--- config.mk ---
export PLATFORM = sky130hd
export DESIGN_NAME = mem_lsu
export DESIGN_NICKNAME = d
export VERILOG_FILES = /design/src/rtl/mem_lsu.sv
export SDC_FILE = /design/constraint.sdc
export NUM_CORES = 1
export LEC_CHECK = 0
export BUFFER_PORTS_ARGS = -buffer_cell sky130_fd_sc_hd__buf_2
export CAP_MARGIN = 20
export CORE_MARGIN = 4
export CORE_UTILIZATION = 48
export DETAILED_ROUTE_END_ITERATION = 12
export PLACE_DENSITY_LB_ADDON = 0.1
export SLEW_MARGIN = 15
export SYNTH_ARGS = -nofsm -noshare
export SYNTH_HDL_FRONTEND = slang
export SYNTH_SLANG_ARGS = --single-unit
--- constraint.sdc ---
create_clock -name clk -period 2.05 [get_ports clk]
set_input_delay 0 -clock clk [delete_from_list [all_inputs] [get_ports clk]]
set_output_delay 0 -clock clk [all_outputs]
set_load 0.005 [all_outputs]
--- src/rtl/mem_lsu.sv ---
// MEM-stage load/store unit: turns one load or store into a single outstanding
// data-memory request, stalls the pipeline while it is in flight, and formats load data.
module mem_lsu #(
  parameter int width = 32
) (
  input  logic             clk,
  input  logic             rst,
  input  logic             MEM_valid_i,
  input  logic             MEM_mem_read_i,
  input  logic             MEM_mem_write_i,
  input  logic [2:0]       MEM_funct3_i,
  input  logic [width-1:0] MEM_alu_out_i,
  input  logic [width-1:0] MEM_rs2_out_i,
  input  logic             dmem_resp,
  input  logic [width-1:0] dmem_rdata,
  output logic [width-1:0] dmem_address,
  output logic             dmem_read,
  output logic             dmem_write,
  output logic [width-1:0] dmem_wdata,
  output logic [3:0]       dmem_mbe,
  output logic             MEM_stall_o,
  output logic [width-1:0] MEM_load_data_o,
  output logic             MEM_misaligned_o
);

  typedef enum logic [1:0] {IDLE, BUSY, DONE} state_t;

  state_t state, state_next;

  logic             access, is_store, legal, misaligned, start;
  logic [1:0]       off, size;
  logic [3:0]       mbe_c;
  logic [width-1:0] wdata_c;
  logic [2:0]       lat_f3;
  logic [1:0]       lat_off;
  logic [width-1:0] shifted, load_fmt;

  // Access classification; a simultaneous read and write counts as a store.
  always_comb begin
    access   = MEM_valid_i & (MEM_mem_read_i | MEM_mem_write_i);
    is_store = MEM_mem_write_i;
    off      = MEM_alu_out_i[1:0];
    size     = MEM_funct3_i[1:0];
    if (is_store)
      legal = (MEM_funct3_i <= 3'd2);
    else
      legal = (MEM_funct3_i != 3'd3) && (MEM_funct3_i != 3'd6) && (MEM_funct3_i != 3'd7);
    case (size)
      2'd0:    misaligned = 1'b0;
      2'd1:    misaligned = off[0];
      default: misaligned = (off != 2'd0);
    endcase
    case (size)
      2'd0: begin
        mbe_c   = 4'b0001 << off;
        wdata_c = {4{MEM_rs2_out_i[7:0]}};
      end
      2'd1: begin
        mbe_c   = 4'b0011 << off;
        wdata_c = {2{MEM_rs2_out_i[15:0]}};
      end
      default: begin
        mbe_c   = 4'b1111;
        wdata_c = MEM_rs2_out_i;
      end
    endcase
    start            = ~rst & (state == IDLE) & access & legal & ~misaligned;
    MEM_misaligned_o = ~rst & (state == IDLE) & access & legal & misaligned;
  end

  always_comb begin
    state_next  = state;
    MEM_stall_o = 1'b0;
    case (state)
      IDLE: begin
        if (start) begin
          state_next  = BUSY;
          MEM_stall_o = 1'b1;
        end
      end
      BUSY: begin
        MEM_stall_o = ~rst;
        if (dmem_resp) state_next = DONE;
      end
      DONE:    state_next = IDLE;
      default: state_next = IDLE;
    endcase
  end

  always_ff @(posedge clk) begin
    if (rst) state <= IDLE;
    else     state <= state_next;
  end

  // Load data is formatted with the funct3/offset captured at issue time.
  always_comb begin
    shifted = dmem_rdata >> {lat_off, 3'b000};
    case (lat_f3)
      3'd0:    load_fmt = {{(width-8){shifted[7]}}, shifted[7:0]};
      3'd1:    load_fmt = {{(width-16){shifted[15]}}, shifted[15:0]};
      3'd4:    load_fmt = {{(width-8){1'b0}}, shifted[7:0]};
      3'd5:    load_fmt = {{(width-16){1'b0}}, shifted[15:0]};
      default: load_fmt = dmem_rdata;
    endcase
  end

  always_ff @(posedge clk) begin
    if (rst) begin
      dmem_address    <= '0;
      dmem_read       <= 1'b0;
      dmem_write      <= 1'b0;
      dmem_wdata      <= '0;
      dmem_mbe        <= 4'b0000;
      MEM_load_data_o <= '0;
      lat_f3          <= 3'd0;
      lat_off         <= 2'd0;
    end else begin
      if (start) begin
        dmem_address <= {MEM_alu_out_i[width-1:2], 2'b00};
        dmem_read    <= ~is_store;
        dmem_write   <= is_store;
        dmem_wdata   <= wdata_c;
        dmem_mbe     <= mbe_c;
        lat_f3       <= MEM_funct3_i;
        lat_off      <= off;
      end
      if (state == BUSY && dmem_resp) begin
        dmem_read  <= 1'b0;
        dmem_write <= 1'b0;
        if (dmem_read) MEM_load_data_o <= load_fmt;
      end
    end
  end

endmodule
# ---- Word level (Yosys, flattened, before mapping)
# Index checks and enable logic that the tools add are counted.
dict set report word_totals {
  reg_bits 107
  output_inout_bits 104
  wordCells 53
}
dict set report classes {
  order_cmp 1
  eq_ne 10
  n_shift 3
  mux 10
  bitwise 10
  n_reduce_logical 10
}
# op n
set op_table {}
lappend op_table {{one-hot mux 32 bit (4 select lines)} 1}
lappend op_table {{one-hot mux 32 bit (2 select lines)} 1}
lappend op_table {{right shift 32 x 5 -> 16 bit} 1}
lappend op_table {{one-hot mux 4 bit (2 select lines)} 1}
lappend op_table {{AND 1 bit} 6}
lappend op_table {{equality test 3 bit (second input constant)} 2}
lappend op_table {{inequality test 3 bit (second input constant)} 2}
lappend op_table {{equality test 2 x 1 -> 1 bit (second input constant)} 2}
lappend op_table {{logical NOT 2 bit} 2}
lappend op_table {{2-to-1 mux 2 bit} 2}
lappend op_table {{inequality test 2 bit (second input constant)} 2}
lappend op_table {{one-hot mux 1 bit (2 select lines)} 2}
lappend op_table {{one-hot mux 2 bit (2 select lines)} 1}
lappend op_table {{AND reduction 2 bit} 2}
lappend op_table {{left shift 1 x 2 -> 4 bit (first input constant)} 1}
lappend op_table {{left shift 2 x 2 -> 4 bit (first input constant)} 1}
lappend op_table {{equality test 3 x 1 -> 1 bit (second input constant)} 1}
lappend op_table {{less-or-equal comparator 3 x 2 -> 1 bit (second input constant)} 1}
lappend op_table {{logical AND 1 bit} 3}
lappend op_table {{logical NOT 3 bit} 1}
lappend op_table {{inequality test 3 x 2 -> 1 bit (second input constant)} 1}
lappend op_table {{inverter 1 bit} 3}
lappend op_table {{2-to-1 mux 1 bit} 2}
lappend op_table {{nonzero test 2 bit} 1}
lappend op_table {{other kinds (2)} 2}

# ---- Longest topological paths before layout
# Gate-level depths: netlist of the first run.
dict set report depth {
  ltp_word 8
  ltp_mapped 7
  mapped_depth_nobuf 4
}

# ---- Worst setup path before layout of the first run
# No wires, ideal clock.
dict set report synth_timing {
  path_kind {reg2reg}
  startpoint {reg lat_off[0]}
  endpoint {reg MEM_load_data_o[21]}
  arrival_ns 1.585
  setup_slack_ns 0.331
  path_stages_with_launch 7
  path_buffers 2
  synth_period_minus_slack_ns 1.719
  cell_sequence {dfxtp_1 -> buf_6 -> mux4_2 -> o21a_1 -> a21oi_4 -> buf_6 -> a211oi_1}
}
dict set report synth_between {
  elab_chain_len 2
}
# element line_no
set synth_lines {}
lappend synth_lines {{start, declared} 35} ;# logic [1:0] lat_off;
lappend synth_lines {{start signal, assigned} 116} ;# lat_off <= 2'd0;
lappend synth_lines {{start signal, assigned} 125} ;# lat_off <= off;
lappend synth_lines {{right shift 32 x 5 -> 16 bit} 97} ;# shifted = dmem_rdata >> {lat_off, 3'b000};
lappend synth_lines {{one-hot mux 32 bit (4 select lines)} 98} ;# case (lat_f3)
lappend synth_lines {{end signal, assigned} 130} ;# if (dmem_read) MEM_load_data_o <= load_fmt;
lappend synth_lines {{end, declared} 22} ;# output logic [width-1:0] MEM_load_data_o,
# Every way passes these cells.
# A chain may end at the register's enable or synchronous reset.

# ---- Worst setup path after layout of the first run
dict set report layout_timing {
  startpoint {in MEM_funct3_i[1]}
  endpoint {out MEM_stall_o}
}
dict set report layout_between {
  elab_chain_len 8
}
# element line_no
set layout_lines {}
lappend layout_lines {{start, declared} 11} ;# input logic [2:0] MEM_funct3_i,
lappend layout_lines {{parallel branches: the longest is 5 deep, another holds less-or-equal comparator 3 x 2 -> 1 bit} -}
lappend layout_lines {{AND 1 bit *} 67} ;# start = ~rst & (state == IDLE) & access & legal & ~misaligned;
lappend layout_lines {{2-to-1 mux 1 bit *} 76} ;# if (start) begin
lappend layout_lines {{one-hot mux 1 bit (2 select lines) *} 74} ;# case (state)
lappend layout_lines {{end, declared} 21} ;# output logic MEM_stall_o,
# Every way passes the cells marked *.

==> flow_metrics.env, run 1 <==
export IMPL_hpwl_um=10830
export IMPL_initial_utilization_pct=50.08
export IMPL_critical_path_required_ns=2.05
export IMPL_fp_dieH_um=109.9
export IMPL_clk_insertion_delay_late_ns=0.36
export IMPL_synth_edf_count=0
export IMPL_worstPathCellList="dlygate4sd3_1 -> buf_2 -> a21oi_1 -> or2_4 -> buf_12 -> nand2_1 -> o21ai_0 -> buf_2"
export IMPL_synth_top_area_cell="dfxtp_1"
export IMPL_crit_type="in2out"
export IMPL_status="completed"
export IMPL_hold_viol=0
export IMPL_p_comb_share_pct=15.9
export IMPL_drt_iter0_drc=469
export IMPL_cp_startpoint="MEM_funct3_i[1]"
export IMPL_yosysSeqAreaShare_pct=42.97
export IMPL_r2r_start="lat_off[0]"
export IMPL_setup_viol=0
export IMPL_max_freq_ghz=0.5104
export IMPL_vias_per_cell=5.657
export IMPL_synthCells=598
export IMPL_clock_sinks=107
export IMPL_grt_pass1_wl_um=26480
export IMPL_grt_pass1_vias=5367
export IMPL_max_stage_delay_ns=0.55
export IMPL_met2_usage_pct=44.15
export IMPL_period_needed_ns=1.959
export IMPL_yosysWarnings=0
export IMPL_leakagePower_nw=2.973
export IMPL_path_max_fanout=44
export IMPL_ant_nets=0
export IMPL_p_per_area_nw_per_um2=595.1
export IMPL_crit_family="buffers and inverters"
export IMPL_area_delta_synth_final_pct=45.31
export IMPL_hold_path_class="in2reg"
export IMPL_swShare_pct=24.98
export IMPL_netSwitchingPower_mw=1.077
export IMPL_drv_slew=0
export IMPL_yosys_top_cells_count="dfxtp_1, a21oi_1, o21ai_0"
export IMPL_synth_most_common_cell="dfxtp_1"
export IMPL_path_clk_slew_ns=0.10
export IMPL_root_buffer="clkbuf_8"
export IMPL_power_mw=4.310
export IMPL_skew_ns=0.01596
export IMPL_post_synth_cell_area_avg_um2=8.336
export IMPL_synthFlopType="dfxtp_1"
export IMPL_drive_gt1_share_pct=29.75
export IMPL_ys_types=41
export IMPL_top_usage_layer="met2"
export IMPL_syn_cell_area_um2=4985
export IMPL_portBuffers=206
export IMPL_wl_per_cell_um=17.08
export IMPL_max_slew_margin_pct=52.06
export IMPL_overflow=0
export IMPL_track_usage_pct=27.51
export IMPL_ir_drop_v=0.0003666
export IMPL_final_util_pct=72.76
export IMPL_die_x_um=109.9
export IMPL_cp_arrival_ns=1.96
export IMPL_worst_hold_slack_ns=0.008771
export IMPL_drc=0
export IMPL_slowest_stage="dlygate4sd3_1"
export IMPL_cp_end_kind="primary output"
export IMPL_synthTopCellsByArea="dfxtp_1, a21oi_1, o21ai_0"
export IMPL_ys_seq_elements=107
export IMPL_setup_tns_ns=0
export IMPL_row_count=36
export IMPL_nets=964
export IMPL_met1_usage_pct=35.76
export IMPL_p_clk_share_pct=34.6
export IMPL_ctsHtreeMaxLevel=3
export IMPL_vias=5646
export IMPL_gp_congestion=0.8718
export IMPL_boundaryPins=209
export IMPL_cap_violations=0
export IMPL_min_from="MEM_rs2_out_i[24]"
export IMPL_wl_um=17050
export IMPL_grt_max_degree=68
export IMPL_met3_usage_pct=6.577
export IMPL_cts_tree="done"
export IMPL_fp_coreArea_um2=9955
export IMPL_intPower_mw=3.233
export IMPL_clock_path_buffers=2
export IMPL_ys_async_sr_fraction_pct=0
export IMPL_antenna_found_initial=2
export IMPL_crit_top_cell="buf_2"
export IMPL_cts_buffers=9
export IMPL_cp_start_kind="input port"
export IMPL_period_share_pct=95.57
export IMPL_drt_pass1_iterations=5
export IMPL_die_area_um2=12080
export IMPL_tightest_slew_ns=0.7191
export IMPL_synth_top_area_share_pct=42.97
export IMPL_crit_buf_inv=4
export IMPL_grt_setup_unrepaired="no"
export IMPL_pwr_share_seq_pct=49.5
power groups by stage:
stage / registers, mW / clock network, mW / logic [mW]
detailed placement: 2.18 / 0 / 0.528
floorplan: 2.18 / 0 / 0.282
global route: 2.14 / 1.60 / 0.743
finish: 2.13 / 1.49 / 0.687
CTS: 2.13 / 1.51 / 0.657
global placement: 2.18 / 0 / 0.519
per-stage QoR:
stage	setup WS (ns)	cell area, um2	std cells
3_5_place_dp	0.2338	6093	891
5_1_grt	0.0006424	7243	998
4_1_cts	0.008419	7186	992
6_report	0.09090	7243	998
2_1_floorplan	0.3310	4989	599
3_3_place_gp	0.2989	6093	891
tightest hold or removal path: stages:
cell and delay, ns:
buf_2 0.09, o2111ai_1 0.09, a21oi_1 0.15
cell usage in the layout (no fill, tap or decap), types with 8 or more instances in the layout:
master / Yosys / layout
buf_4: 3 / 23
o21ai_0: 65 / 64
a21oi_1: 90 / 90
a311oi_1: 8 / 8
nand2_1: 41 / 41
mux2i_1: 32 / 32
nand3_1: 45 / 45
a211oi_1: 33 / 33
o2111ai_1: 9 / 8
buf_2: 18 / 205
dfxtp_1: 107 / 107
clkbuf_8: 0 / 12
dlygate4sd3_1: 0 / 85
nor2_1: 31 / 30
nand3b_1: 17 / 17
final timing paths:
| path | end | slack (ns) | cells past startpoint |
|---|---|---|---|
| hold reg to reg | MEM_load_data_o[1] | 0.45 | 2 |
| setup / recovery | MEM_stall_o | 0.09 | 8 |
| hold / removal | dmem_wdata[24] | 0.009 | 3 |
| setup reg to reg | MEM_load_data_o[28] | 0.23 | 4 |
layout make-up:
type / instances / area (um2)
Tap cell: 133 / 166.4
Fill cell: 826 / 2711
Antenna cell: 1 / 2.502
Clock buffer: 13 / 168.9
Clock inverter: 3 / 68.82
Sequential cell: 107 / 2142
Inverter: 3 / 11.26
Timing Repair Buffer: 316 / 2105
Multi-Input combinational cell: 422 / 2579
logic make-up after synthesis:
| family | after synthesis | share of synthesized area (%) |
|---|---|---|
| muxes | 33 | 6.878 |
| buffers and inverters | 71 | 6.325 |
| other | 1 | 0.07523 |
| DFF | 107 | 42.97 |
| and+or+nand+nor | 151 | 15.04 |
| AOI/OAI and AO/OA | 235 | 28.72 |
timing repair:
item,in CTS,in global routing
hold endpoints to repair,88,0
pin swaps,0,2
cloned,0,1
buffers inserted,0,4
hold buffers,85,0
resized for setup,1,4
setup endpoints to repair,1,4
registers in the layout, summed over array words and instances (netlist names):
name and count:
MEM_load_data_o 32, dmem_address 30, state 2, dmem_read 1
dmem_mbe 4, lat_off 2, dmem_write 1, lat_f3 3
dmem_wdata 32
metal layers:
layer / routed length, um / vias to the layer above
met5: 7 / -
met3: 1513 / 39
met1: 7146 / 2619
met4: 393 / 2
met2: 7989 / 272
li1: - / 2714
Power figures use the tool's default switching activity.
==> run 2, diff against run 1 <==
Settings changed: CORE_UTILIZATION 48 to 43.
Clock period 2.05 ns to 1.7 ns, I/O delays scaled along.
==> flow_metrics.env, run 2 (synthesis gave the netlist of run 1 again) <==
export IMPL_status="completed"
export IMPL_gp_congestion=0.8864
export IMPL_leakagePower_nw=3.158
export IMPL_slowest_stage="dfxtp_2"
export IMPL_grt_pass1_vias=5421
export IMPL_grt_pass1_wl_um=27590
export IMPL_vias_per_cell=5.619
export IMPL_crit_type="reg2out"
export IMPL_antenna_found_initial=2
export IMPL_final_util_pct=68.42
export IMPL_clock_sinks=107
export IMPL_reg_top3="MEM_load_data_o (32), dmem_wdata (32), dmem_address (30)"
export IMPL_die_x_um=115.7
export IMPL_cap_violations=0
export IMPL_dp_cells=908
export IMPL_crit_buf_inv=2
export IMPL_r2r_start="state[0]"
export IMPL_crit_family="compound AO/OA/AOI/OAI gates"
export IMPL_drive_gt1_share_pct=37.79
export IMPL_netSwitchingPower_mw=1.455
export IMPL_grt_max_degree=69
export IMPL_hpwl_um=11510
export IMPL_clock_path_buffers=2
export IMPL_fin_cells=1022
export IMPL_wl_per_cell_um=17.74
export IMPL_root_buffer="clkbuf_16"
export IMPL_wl_um=18130
export IMPL_reg2reg_setup_slack_ns=0.02
export IMPL_p_comb_share_pct=17.1
export IMPL_pwr_share_seq_pct=47.6
export IMPL_critical_path_required_ns=1.70
export IMPL_period_needed_ns=1.693
export IMPL_max_freq_ghz=0.5907
export IMPL_max_slew_margin_pct=47.43
export IMPL_rr_worst_depth=7
export IMPL_setup_viol=0
export IMPL_cts_tree="done"
export IMPL_fp_dieH_um=115.7
export IMPL_ant_nets=0
export IMPL_row_count=39
export IMPL_vias=5743
export IMPL_intPower_mw=3.966
export IMPL_period_share_pct=99.58
export IMPL_top_usage_layer="met2"
export IMPL_met1_usage_pct=36.00
export IMPL_drt_pass1_iterations=5
export IMPL_ctsHtreeMaxLevel=3
export IMPL_area_delta_synth_final_pct=56.05
export IMPL_cp_startpoint="state[0]"
export IMPL_path_max_fanout=3
export IMPL_setup_tns_ns=0
export IMPL_met2_usage_pct=39.43
export IMPL_swShare_pct=26.85
export IMPL_drc=0
export IMPL_tightest_slew_ns=0.7885
export IMPL_nets=978
export IMPL_track_usage_pct=25.83
export IMPL_cts_buffers=9
export IMPL_cp_end_kind="primary output"
export IMPL_overflow=0
export IMPL_max_stage_delay_ns=0.33
export IMPL_ir_drop_v=0.0007539
export IMPL_final_cell_mix="buf_2, dfxtp_1, a21oi_1, dlygate4sd3_1, o21ai_2"
export IMPL_cp_num_cells=6
export IMPL_clk_insertion_delay_late_ns=0.35
export IMPL_worstPathCellList="nor4b_4 -> o2111a_2 -> buf_12 -> nand2_1 -> o21ai_1 -> buf_2"
export IMPL_initial_utilization_pct=43.84
export IMPL_hold_path_class="in2reg"
export IMPL_met3_usage_pct=5.379
export IMPL_fp_coreArea_um2=11370
export IMPL_final_common_cell="buf_2"
export IMPL_skew_ns=0.007810
export IMPL_hold_viol=0
export IMPL_path_clk_slew_ns=0.07
export IMPL_portBuffers=206
export IMPL_cp_arrival_ns=1.69
export IMPL_r2r_end="dmem_wdata[29]"
export IMPL_p_clk_share_pct=35.3
export IMPL_cp_endpoint="MEM_stall_o"
export IMPL_p_per_area_nw_per_um2=697.0
export IMPL_cp_start_kind="register"
export IMPL_die_area_um2=13380
export IMPL_drt_iter0_drc=430
export IMPL_boundaryPins=209
export IMPL_drv_slew=0
export IMPL_grt_setup_unrepaired="yes"
[run 2: how the worst min path moves through the flow]
stage | startpoint | endpoint | slack, ns | depth (start not counted)
6_report | MEM_rs2_out_i[31] | dmem_wdata[31] | 0.007 | 3
3_5_place_dp | MEM_alu_out_i[17] | dmem_address[17] | 0.26 | 3
5_1_grt | MEM_rs2_out_i[17] | dmem_wdata[17] | 0.01 | 3
4_1_cts | MEM_rs2_out_i[17] | dmem_wdata[17] | 0.003 | 3
2_1_floorplan | MEM_mem_write_i | dmem_write | 0.14 | 2
3_3_place_gp | MEM_alu_out_i[28] | dmem_address[28] | 0.25 | 3
[run 2: area by class of cell]
class | count | area (um2)
Antenna cell | 3 | 7.507
Clock buffer | 9 | 225.2
Clock inverter | 5 | 31.28
Inverter | 3 | 11.26
Timing Repair Buffer | 331 | 2402
Fill cell | 952 | 3591
Sequential cell | 107 | 2145
Tap cell | 143 | 178.9
Multi-Input combinational cell | 421 | 2778
[run 2: power groups by stage]
stage	clock (mW)	sequential [mW]	combinational (mW)
2_1_floorplan	0	2.63	0.340
6_report	1.92	2.58	0.925
4_1_cts	1.94	2.57	0.844
5_1_grt	2.04	2.58	0.996
3_3_place_gp	0	2.63	0.649
3_5_place_dp	0	2.63	0.656
[run 2: metal layers]
layer	share of wire [%]	vias up
met3	8.4	41
li1	-	2766
met5	0	-
met1	43	2681
met2	46	255
met4	2.5	0
[run 2: worst min-delay path, stage by stage]
cell,delay [ns]
buf_2,0.08
o2111ai_1,0.11
a21oi_1,0.13
[run 2: through the flow]
| stage | total power, mW | instance area [um2] | hold slack [ns] | setup WS, ns |
|---|---|---|---|---|
| after floorplan | 2.971 | 4989 | 0.1444 | 0.005994 |
| after global placement | 3.279 | 6208 | 0.2540 | 0.05686 |
| after detailed placement | 3.288 | 6208 | 0.2615 | 0.03646 |
| after CTS | 5.360 | 7445 | 0.003296 | 0.0008906 |
| after global routing | 5.619 | 7776 | 0.01257 | -0.09131 |
| final | 5.421 | 7779 | 0.006769 | 0.007205 |
[run 2: repair_timing]
action                     in CTS  in global routing
setup endpoints to repair       2                 81
hold buffers                   81                  0
gates resized for setup         5                114
hold endpoints to repair       83                  0
pin swaps                       3                 20
cloned                          3                  3
setup buffers                   6                  4
==> run 3, diff against run 2 <==
Settings changed: BUFFER_PORTS_ARGS -buffer_cell sky130_fd_sc_hd__buf_2 to unset, CORE_UTILIZATION 43 to 57, DONT_BUFFER_PORTS set to 1.
Clock period 1.7 ns to 1.5 ns, I/O delays scaled along.
==> flow_metrics.env, run 3 (synthesis gave the netlist of run 1 again) <==
export IMPL_track_usage_pct=27.22
export IMPL_root_buffer="clkbuf_8"
export IMPL_hold_buffers=2
export IMPL_period_share_pct=114.3
export IMPL_status="finished with violations"
export IMPL_skew_ns=0.01055
export IMPL_cp_start_kind="register"
export IMPL_critical_path_required_ns=1.77
export IMPL_hold_viol=106
export IMPL_vias_per_cell=6.635
export IMPL_hpwl_um=9547
export IMPL_num_antenna_cells=0
export IMPL_drt_iter0_drc=329
export IMPL_leakagePower_nw=1.844
export IMPL_drive_gt1_share_pct=19.39
export IMPL_antenna_found_initial=0
export IMPL_die_x_um=101.5
export IMPL_postLayoutCellArea_um2=5912
export IMPL_drc=0
export IMPL_reg_top3="MEM_load_data_o (32), dmem_wdata (32), dmem_address (30)"
export IMPL_max_stage_delay_ns=0.35
export IMPL_clock_sinks=107
export IMPL_die_area_um2=10310
export IMPL_p_per_area_nw_per_um2=897.4
export IMPL_slowest_stage="dfxtp_2"
export IMPL_worstPathCellList="nor4b_4 -> buf_4 -> o2111ai_4 -> buf_12 -> buf_6 -> nor4_4 -> nor3_2"
export IMPL_fp_coreArea_um2=8341
export IMPL_drv_slew=0
export IMPL_fp_dieH_um=101.5
export IMPL_clk_insertion_delay_late_ns=0.37
export IMPL_p_comb_share_pct=10.4
export IMPL_p_clk_share_pct=34.3
export IMPL_boundaryPins=209
export IMPL_wl_per_cell_um=21.62
export IMPL_max_freq_ghz=0.5834
export IMPL_final_common_cell="dfxtp_1"
export IMPL_ant_nets=0
export IMPL_failed_checks="negative hold slack, negative setup slack"
export IMPL_cp_end_kind="register"
export IMPL_dp_cells=660
export IMPL_portBuffers=0
export IMPL_intPower_mw=3.921
export IMPL_drt_pass1_iterations=4
export IMPL_wl_um=15090
export IMPL_path_clk_slew_ns=0.10
export IMPL_setup_viol=98
export IMPL_grt_setup_unrepaired="yes"
export IMPL_grt_pass1_wl_um=22650
export IMPL_grt_pass1_vias=4264
export IMPL_grt_max_degree=110
export IMPL_period_needed_ns=1.714
export IMPL_area_delta_synth_final_pct=18.60
export IMPL_final_cell_mix="dfxtp_1, a21oi_1, o21ai_0, nand3_1, nand2_1"
export IMPL_vias=4631
export IMPL_cp_arrival_ns=1.98
export IMPL_fin_cells=698
export IMPL_nets=693
export IMPL_netSwitchingPower_mw=1.384
export IMPL_overflow=0
export IMPL_path_max_fanout=6
export IMPL_cap_violations=0
export IMPL_worst_hold_slack_ns=-0.3071
export IMPL_placed_area_um2=5092
export IMPL_clock_path_buffers=2
export IMPL_pwr_share_seq_pct=55.3
export IMPL_row_count=33
export IMPL_initial_utilization_pct=59.77
export IMPL_gp_congestion=0.9013
export IMPL_hold_path_class="in2reg"
export IMPL_swShare_pct=26.09
export IMPL_cts_buffers=9
export IMPL_crit_type="reg2reg"
export IMPL_postLayoutSetupSlackWorst_ns=-0.2142
export IMPL_ir_drop_v=0.0005597
export IMPL_cts_tree="done"
export IMPL_ctsHtreeMaxLevel=3
-- run 3: per-layer routing --
layer	track usage (%)	wire length, um	vias up
li1	-	-	2174
met1	37.05	6204	2215
met2	41.75	7068	220
met3	7.920	1524	22
met4	8.691	291	0
met5	0	0	-
-- run 3: layout make-up --
class / count / area, um2
Timing Repair Buffer: 46 / 609.3
Clock inverter: 7 / 73.82
Fill cell: 662 / 2429
Multi-Input combinational cell: 421 / 2818
Sequential cell: 107 / 2145
Inverter: 3 / 11.26
Clock buffer: 9 / 123.9
Tap cell: 105 / 131.4
-- run 3: worst paths after layout --
check	startpoint	to	depth (start not counted)	slack, ns
setup reg to reg	state[0]	dmem_mbe[0]	7	-0.21
setup / recovery	state[0]	dmem_mbe[0]	7	-0.21
hold reg to reg	MEM_load_data_o[2]	MEM_load_data_o[2]	2	0.48
hold / removal	rst	MEM_load_data_o[31]	1	-0.31
-- run 3: per-stage QoR --
step                power, mW  hold slack [ns]  TNS (ns)  worst slack [ns]  utilization [%]
floorplan               3.372           0.1402    -2.286           -0.1860                -
global placement        3.398          0.08035    -2.401          -0.06944            61.06
detailed placement      3.408          0.08342    -6.662           -0.1679            61.06
CTS                     5.257          -0.3164    -11.20           -0.1611            68.17
global route            5.486          -0.3190    -22.37           -0.3193            70.88
finish                  5.305          -0.3071    -13.47           -0.2142            70.88
-- run 3: what timing repair did --
item,4_1_cts,5_1_grt
pin swaps,11,22
gates resized for setup,35,61
cloned,4,3
setup endpoints to repair,95,108
setup buffers,12,5
hold endpoints to repair,107,106
-- run 3: critical path, delay by kind of cell, from the launching register on --
family | cells | cell delay (ns)
buf+inv | 3 | 0.51
compound gates | 1 | 0.21
flops | 1 | 0.35
simple gates | 3 | 0.55
-- run 3: power groups by stage --
stage | clock (mW) | combinational (mW) | sequential (mW)
final | 1.82 | 0.552 | 2.93
after global routing | 1.94 | 0.601 | 2.94
after CTS | 1.83 | 0.492 | 2.93
after detailed placement | 0 | 0.411 | 3.00
after global placement | 0 | 0.401 | 3.00
after floorplan | 0 | 0.390 | 2.98
